<file path="config.mk">
export PLATFORM = sky130hd
export DESIGN_NAME = aes_round_ctrl
export DESIGN_NICKNAME = d
export VERILOG_FILES = /design/src/rtl/aes_round_ctrl.sv
export SDC_FILE = /design/constraint.sdc
export NUM_CORES = 1
export LEC_CHECK = 0
export CAP_MARGIN = 30
export CELL_PAD_IN_SITES_DETAIL_PLACEMENT = 1
export CELL_PAD_IN_SITES_GLOBAL_PLACEMENT = 1
export CORE_MARGIN = 2
export CORE_UTILIZATION = 36
export DETAILED_ROUTE_END_ITERATION = 10
export PLACE_DENSITY = 0.81
export SETUP_SLACK_MARGIN = 0.2
export SYNTH_ARGS = -nofsm -noshare
export SYNTH_HDL_FRONTEND = slang
export SYNTH_SLANG_ARGS = --single-unit
</file>
<file path="constraint.sdc">
create_clock -name clk -period 3.65 [get_ports clk]
set_input_delay 0.73 -clock clk [delete_from_list [all_inputs] [get_ports clk]]
set_output_delay 0.73 -clock clk [all_outputs]
set_load 0.005 [all_outputs]
</file>
<file path="src/rtl/aes_round_ctrl.sv">
// Round sequencer for the AES-128 core: walks the shared round datapath through
// the initial key addition, the main rounds and the final round, fetching each round key first.
module aes_round_ctrl #(
    parameter int NUM_ROUNDS = 10
) (
    input  logic       clk,
    input  logic       rst,
    input  logic       start,
    input  logic       key_ack,
    output logic       busy,
    output logic       done,
    output logic       key_req,
    output logic [3:0] key_round,
    output logic [3:0] round_num,
    output logic       sel_input,
    output logic       sub_en,
    output logic       shift_en,
    output logic       mix_en,
    output logic       ark_en,
    output logic       state_we
);

    typedef enum logic [1:0] {IDLE, KEY_WAIT, APPLY, DONE} state_t;

    localparam logic [3:0] LastRound = 4'(NUM_ROUNDS);

    state_t     state, stateNext;
    logic [3:0] roundNext;
    logic       applyNext;

    always_comb begin
        stateNext = state;
        roundNext = round_num;
        case (state)
            IDLE: begin
                roundNext = 4'd0;
                if (start) stateNext = KEY_WAIT;
            end
            KEY_WAIT: begin
                if (key_ack) stateNext = APPLY;
            end
            APPLY: begin
                if (round_num == LastRound) begin
                    stateNext = DONE;
                end else begin
                    stateNext = KEY_WAIT;
                    roundNext = round_num + 4'd1;
                end
            end
            DONE: begin
                stateNext = IDLE;
                roundNext = 4'd0;
            end
            default: begin
                stateNext = IDLE;
                roundNext = 4'd0;
            end
        endcase
    end

    assign applyNext = (stateNext == APPLY);
    assign key_round = round_num;

    // Outputs are registered from the next state so they line up with the state register.
    always_ff @(posedge clk or posedge rst) begin
        if (rst) begin
            state     <= IDLE;
            round_num <= 4'd0;
            busy      <= 1'b0;
            done      <= 1'b0;
            key_req   <= 1'b0;
            sel_input <= 1'b0;
            sub_en    <= 1'b0;
            shift_en  <= 1'b0;
            mix_en    <= 1'b0;
            ark_en    <= 1'b0;
            state_we  <= 1'b0;
        end else begin
            state     <= stateNext;
            round_num <= roundNext;
            busy      <= (stateNext == KEY_WAIT) || applyNext;
            done      <= (stateNext == DONE);
            key_req   <= (stateNext == KEY_WAIT);
            sel_input <= applyNext && (roundNext == 4'd0);
            sub_en    <= applyNext && (roundNext != 4'd0);
            shift_en  <= applyNext && (roundNext != 4'd0);
            mix_en    <= applyNext && (roundNext != 4'd0) && (roundNext != LastRound);
            ark_en    <= applyNext;
            state_we  <= applyNext;
        end
    end

endmodule

</file>
==> results of run 1 <==
==> how the worst min path moves through the flow <==
stage	startpoint	endpoint	slack [ns]	cells past startpoint
after floorplan	rst	busy	0.61	1
after global placement	key_round[1]	key_round[1]	0.68	1
after detailed placement	key_round[1]	key_round[1]	0.69	1
after CTS	key_round[1]	key_round[1]	0.72	1
after global routing	key_round[1]	key_round[1]	0.74	1
final	key_round[1]	key_round[1]	0.71	1
==> cell usage after synthesis, drive strengths merged <==
cell type and count:
dfrtp 13, nand3 1, a21bo 1, a21oi 1
o21a 1, nand2 2, and3 1, and2b 1
nor4 1, nor3b 1, nand2b 1, o41a 1
nor2b 1, nand3b 2, a22o 2, inv 6
and3b 1, mux2i 2, o31a 2, and4bb 1
ha 5, buf 6, o2bb2ai 1, xnor2 1
o21ai 2
==> cell type report <==
cell class                 instances  share of cell area [%]
sequential                        13                    36.9
clock buffer                       3                    2.56
timing repair buffer              20                    22.7
tap                               25                    3.55
multi-input combinational         32                    31.1
inverter                           6                    2.56
clock inverter                     1                   0.568
==> cell families after synthesis <==
logic type | after synthesis | synth area share, %
flip-flops | 13 | 48.8
buffers and inverters | 12 | 10.1
AND/OR/NAND/NOR | 13 | 14.3
XOR/XNOR | 1 | 1.31
multiplexers | 2 | 3.00
adder cells (fa/ha/maj) | 5 | 9.38
AO/OA/AOI/OAI | 11 | 13.1
==> layer usage <==
layer | routed length (microns) | vias up | track usage [%]
li1 | - | 227 | -
met1 | 588 | 240 | 19.1
met2 | 606 | 17 | 21.1
met3 | 55 | 4 | 3.46
met4 | 21 | 0 | 6.67
met5 | 0 | - | 0
==> power breakdown <==
group / switching (uW) / total (uW) / internal (uW)
logic: 83.2 / 209 / 125
clock network: 48.5 / 89.1 / 40.6
registers: 35.0 / 218 / 183
total: 167 / 516 / 349
==> registers in the layout, indices dropped and copies added, names as in the netlist <==
name,flops
key_round,4
state,2
busy,1
done,1
key_req,1
mix_en,1
sel_input,1
shift_en,1
state_we,1
==> cells in the final DEF (no fill, tap or decap) <==
cell and count:
nand2b_1 1, and4bb_2 1, dfrtp_1 13, inv_1 6
nand3_1 1, clkbuf_4 3, nor2b_1 1, mux2i_1 2
o31a_1 2, o2bb2ai_1 1, and3b_1 1, o21ai_0 1
nor4_1 1, a21oi_1 1, clkdlybuf4s50_1 20, o41a_1 1
o21ai_1 1, nor3b_1 1, a21bo_2 1, a22o_1 2
nand2_1 2, nand3b_2 1, and3_1 1, o21a_1 1
clkinv_2 1, xnor2_1 1, nand3b_1 1, and2b_4 1
ha_1 5
==> metrics by stage <==
stage	total power, uW	util, %	setup slack [ns]	cells	cell area (sq um)
after floorplan	333	-	1.97	57	667
after global placement	424	49.4	1.56	96	853
after detailed placement	434	49.4	1.45	96	853
after CTS	527	51.0	1.60	100	881
after global routing	554	51.0	1.55	100	881
final	516	51.0	1.63	100	881
==> results.sh, run 1 <==
export IMPL_fin_nets=85
export IMPL_drc=0
export IMPL_htreeDepth=1
export IMPL_critical_path_startpoint="key_round[2]"
export IMPL_end_kind="primary output"
export IMPL_drtAntennaViolNets=0
export IMPL_crit_path_max_fanout=7
export IMPL_cap_violations=0
export IMPL_syn_avg_cell_area_sq_um=11.7
export IMPL_hold_ws_ns=0.714
export IMPL_antenna_found_initial=0
export IMPL_crit_type="flip-flop to primary output"
export IMPL_period_needed_ns=2.02
export IMPL_rrSetupSlack_ns=1.76
export IMPL_grt_pass1_wl_mm=2.15
export IMPL_drive_gt1_share_pct=10.7
export IMPL_syn_inst=57
export IMPL_crit_buf_inv=1
export IMPL_crit_end="round_num[2]"
export IMPL_crit_chain="clkdlybuf4s50_1"
export IMPL_syn_area_sq_um=667
export IMPL_regArea_sq_um=325
export IMPL_critical_path_arrival_ns=1.29
export IMPL_dr_pass1_iters=4
export IMPL_slew_violations=0
export IMPL_leakagePower_uw=0.000415
export IMPL_postCtsSetupBuffers=0
export IMPL_fin_crit_sh_pct=55.3
export IMPL_grt_pass1_vias=455
export IMPL_hold_viol_final=0
export IMPL_avgRoutedWirePerCell_microns=12.7
export IMPL_cts_buffers=3
export IMPL_worst_path_stages=1
export IMPL_nFillCells=205
export IMPL_start_kind="flip-flop"
export IMPL_powerDensity_nw_per_um2=586
export IMPL_cts_tree="done"
export IMPL_cts_buffer_depth=2
export IMPL_synth_area_leaders="dfrtp_1 49%, ha_1 9.4%, buf_4 6.8%"
export IMPL_r2r_end="sel_input"
export IMPL_layout_area_overhead_vs_synth_pct=32.1
export IMPL_irDropWorstVdd_uv=332
export IMPL_required_ns=2.92
export IMPL_multi_input_area_sq_um=274
export IMPL_diodes=0
export IMPL_die_h_microns=47.0
export IMPL_dieArea_sq_um=2210
export IMPL_rsz0062_at_grt="no"
export IMPL_wl_mm=1.27
export IMPL_drtIter0Drc=3
export IMPL_ys_ff_latch=13
export IMPL_cts_sinks=13
export IMPL_yosys_warnings=0
export IMPL_slew_headroom_pct=68.4
export IMPL_start_util_pct=38.6
export IMPL_port_buffers=20
export IMPL_rr_worst_depth=8
export IMPL_grt_usage_pct=14.1
export IMPL_finalSetupViolCount=0
export IMPL_fin_tns_setup_ns=0
export IMPL_vias=488
export IMPL_row_count=15
export IMPL_synth_yosys_seq_area_share_pct=48.8
export IMPL_grt_overflow=0
export IMPL_design_portCount=21
export IMPL_post_dp_hpwl_mm=1.00
export IMPL_path_clk_slew_ns=0.08
export IMPL_fmax_mhz=496
export IMPL_grt_max_degree=14
export IMPL_synth_area_leader_cell="dfrtp_1"
export IMPL_cts_root_buf="clkbuf_4"
export IMPL_synth_top_area_share_pct=48.8
export IMPL_die_x_microns=47.0
export IMPL_r2r_start="key_round[0]"
export IMPL_place_congestion=0.743
export IMPL_status="complete, no violations"
export IMPL_post_drt_via_cell_ratio=4.88
export IMPL_hold_buffers=0
export IMPL_core_sq_um=1730
export IMPL_finClkSkew_ns=0.00207
export IMPL_worst_slew_pin_slew_ns=0.473
export IMPL_crit_slowest_cell="clkdlybuf4s50_1"
export IMPL_clk_latency_ns=0.28
export IMPL_cpPeakStageDelay_ns=0.54
export IMPL_hold_path_class="flip-flop to flip-flop"
export IMPL_cts_resized_gates=0
export IMPL_synth_cell_type_count=27
export IMPL_path_delay_family="buffers and inverters"
export IMPL_synth_fp_nets=66
(Power assumes the default switching activity.)
==> inputs of run 2 (changes only) <==
- CORE_UTILIZATION: 36 -> 34
- PLACE_DENSITY: 0.81 -> 0.77
- clock period: 3.65 -> 1.95 ns (I/O delays scaled with it)
==> results.sh, run 2 (same netlist as run 1, synthesis figures left out) <==
export IMPL_status="complete, no violations"
export IMPL_r2r_start="key_round[0]"
export IMPL_start_util_pct=35.1
export IMPL_cts_buffers=3
export IMPL_dp_cells=98
export IMPL_r2r_end="mix_en"
export IMPL_dr_pass1_iters=2
export IMPL_path_clk_slew_ns=0.09
export IMPL_stdcell_count=105
export IMPL_post_drt_via_cell_ratio=4.73
export IMPL_crit_type="flip-flop to flip-flop"
export IMPL_period_needed_ns=1.70
export IMPL_design_portCount=21
export IMPL_place_congestion=0.730
export IMPL_layout_area_overhead_vs_synth_pct=41.8
export IMPL_dieArea_sq_um=2330
export IMPL_combPwrFrac_pct=44.3
export IMPL_crit_end="mix_en"
export IMPL_irDropWorstVdd_uv=523
export IMPL_vias=497
export IMPL_hold_ws_ns=0.424
export IMPL_fin_ws_ns=0.254
export IMPL_diodes=0
export IMPL_mostFrequentLayoutCell="clkdlybuf4s50_1"
export IMPL_post_route_util_pct=49.7
export IMPL_post_dp_hpwl_microns=977
export IMPL_rrSetupSlack_ns=0.25
export IMPL_cts_root_buf="clkbuf_4"
export IMPL_end_kind="flip-flop"
export IMPL_grt_pass1_vias=469
export IMPL_hold_viol_final=0
export IMPL_leakagePower_uw=0.000426
export IMPL_antenna_found_initial=0
export IMPL_grt_max_degree=14
export IMPL_port_buffers=20
export IMPL_slew_headroom_pct=67.1
export IMPL_p_int_uw=690
export IMPL_drtIter0Drc=2
export IMPL_switching_share_pct=33.1
export IMPL_critical_path_arrival_ns=1.87
export IMPL_dp_slack_ns=0.0825
export IMPL_drtAntennaViolNets=0
export IMPL_rsz0062_at_grt="yes"
export IMPL_grt_usage_pct=14.3
export IMPL_finalSetupViolCount=0
export IMPL_clk_latency_ns=0.28
export IMPL_htreeDepth=1
export IMPL_core_sq_um=1900
export IMPL_critical_path_startpoint="key_round[0]"
export IMPL_fin_tns_setup_ns=0
export IMPL_cts_tree="done"
export IMPL_hold_buffers=0
export IMPL_cts_sinks=13
export IMPL_layout_common_cells="20 x clkdlybuf4s50_1, 11 x dfrtp_1, 5 x inv_1, 3 x clkbuf_4"
export IMPL_die_h_microns=48.3
export IMPL_rr_worst_depth=6
export IMPL_drive_gt1_share_pct=23.1
export IMPL_switching_power_uw=342
export IMPL_start_kind="flip-flop"
export IMPL_grt_overflow=0
export IMPL_hold_path_class="input port to async pin"
export IMPL_clkPwrFrac_pct=16.4
export IMPL_fin_nets=88
export IMPL_row_count=16
export IMPL_die_x_microns=48.3
export IMPL_required_ns=2.12
export IMPL_worst_slew_pin_slew_ns=0.493
export IMPL_wl_mm=1.36
export IMPL_finClkSkew_ns=0.0119
export IMPL_fmax_mhz=590
export IMPL_drc=0
export IMPL_fin_crit_sh_pct=87.0
export IMPL_cap_violations=0
export IMPL_powerDensity_nw_per_um2=1090
export IMPL_largest_reg_flops=4
export IMPL_avgRoutedWirePerCell_microns=13.0
export IMPL_p_seq_share_pct=39.3
export IMPL_cts_buffer_depth=2
export IMPL_grt_pass1_wl_mm=2.20
export IMPL_slew_violations=0
export IMPL_crit_path_max_fanout=5
[run 2: changes by cell type in the layout (fill, tap and decap cells not counted), sizes merged]
cell  change
buf       +3
[run 2: worst min path at each step]
stage / from / end / slack (ns)
after floorplan: rst / busy / 0.27
after global placement: key_round[1] / key_round[1] / 0.67
after detailed placement: key_round[1] / key_round[1] / 0.67
after CTS: rst / state_we / 0.45
after global routing: rst / state_we / 0.47
final: rst / state_we / 0.42
[run 2: per-stage QoR]
step | instance area (sq um) | power [uW]
floorplan | 667 | 623
detailed placement | 856 | 803
global placement | 856 | 799
global route | 946 | 1130
finish | 946 | 1030
CTS | 906 | 1010
[run 2: layout make-up]
| class | instances | area [sq um] |
|---|---|---|
| timing repair buffer | 23 | 226 |
| clock buffer | 3 | 22.5 |
| multi-input combinational | 32 | 308 |
| inverter | 6 | 22.5 |
| fill | 203 | 956 |
| tap | 27 | 33.8 |
| sequential | 13 | 328 |
| clock inverter | 1 | 5.00 |
[run 2: worst max-delay path: stages (launching register included)]
cell     delay (ns)
dfrtp_1        0.41
buf_6          0.14
ha_2           0.18
a21bo_2        0.18
mux2i_1        0.06
a22o_1         0.25
o41a_1         0.37
[run 2: what timing repair did]
item,CTS,global route
pin swaps,2,2
buffers inserted,1,2
resized for setup,3,7
setup endpoints to repair,3,7
hold endpoints to repair,0,0
gates cloned,0,0
[run 2: power by group through the flow]
stage / sequential (uW) / combinational [uW] / clock [uW]
final: 405 / 457 / 169
after global routing: 416 / 516 / 193
after CTS: 400 / 434 / 177
after detailed placement: 412 / 391 / 0
after global placement: 412 / 387 / 0
after floorplan: 408 / 215 / 0
[run 2: metal layers]
metal,global-route usage [%],share of wire (%),vias to the layer above
met4,6.49,0,0
met2,22.1,51,19
met1,17.9,43,242
met3,4.81,5.8,0
li1,-,-,236
met5,0,0,-
==> inputs of run 3 (changes only) <==
- GPL_ROUTABILITY_DRIVEN: not set -> 0
==> results of run 3 <==
Same layout as run 2: the final DEF is identical, and so are final timing and power.
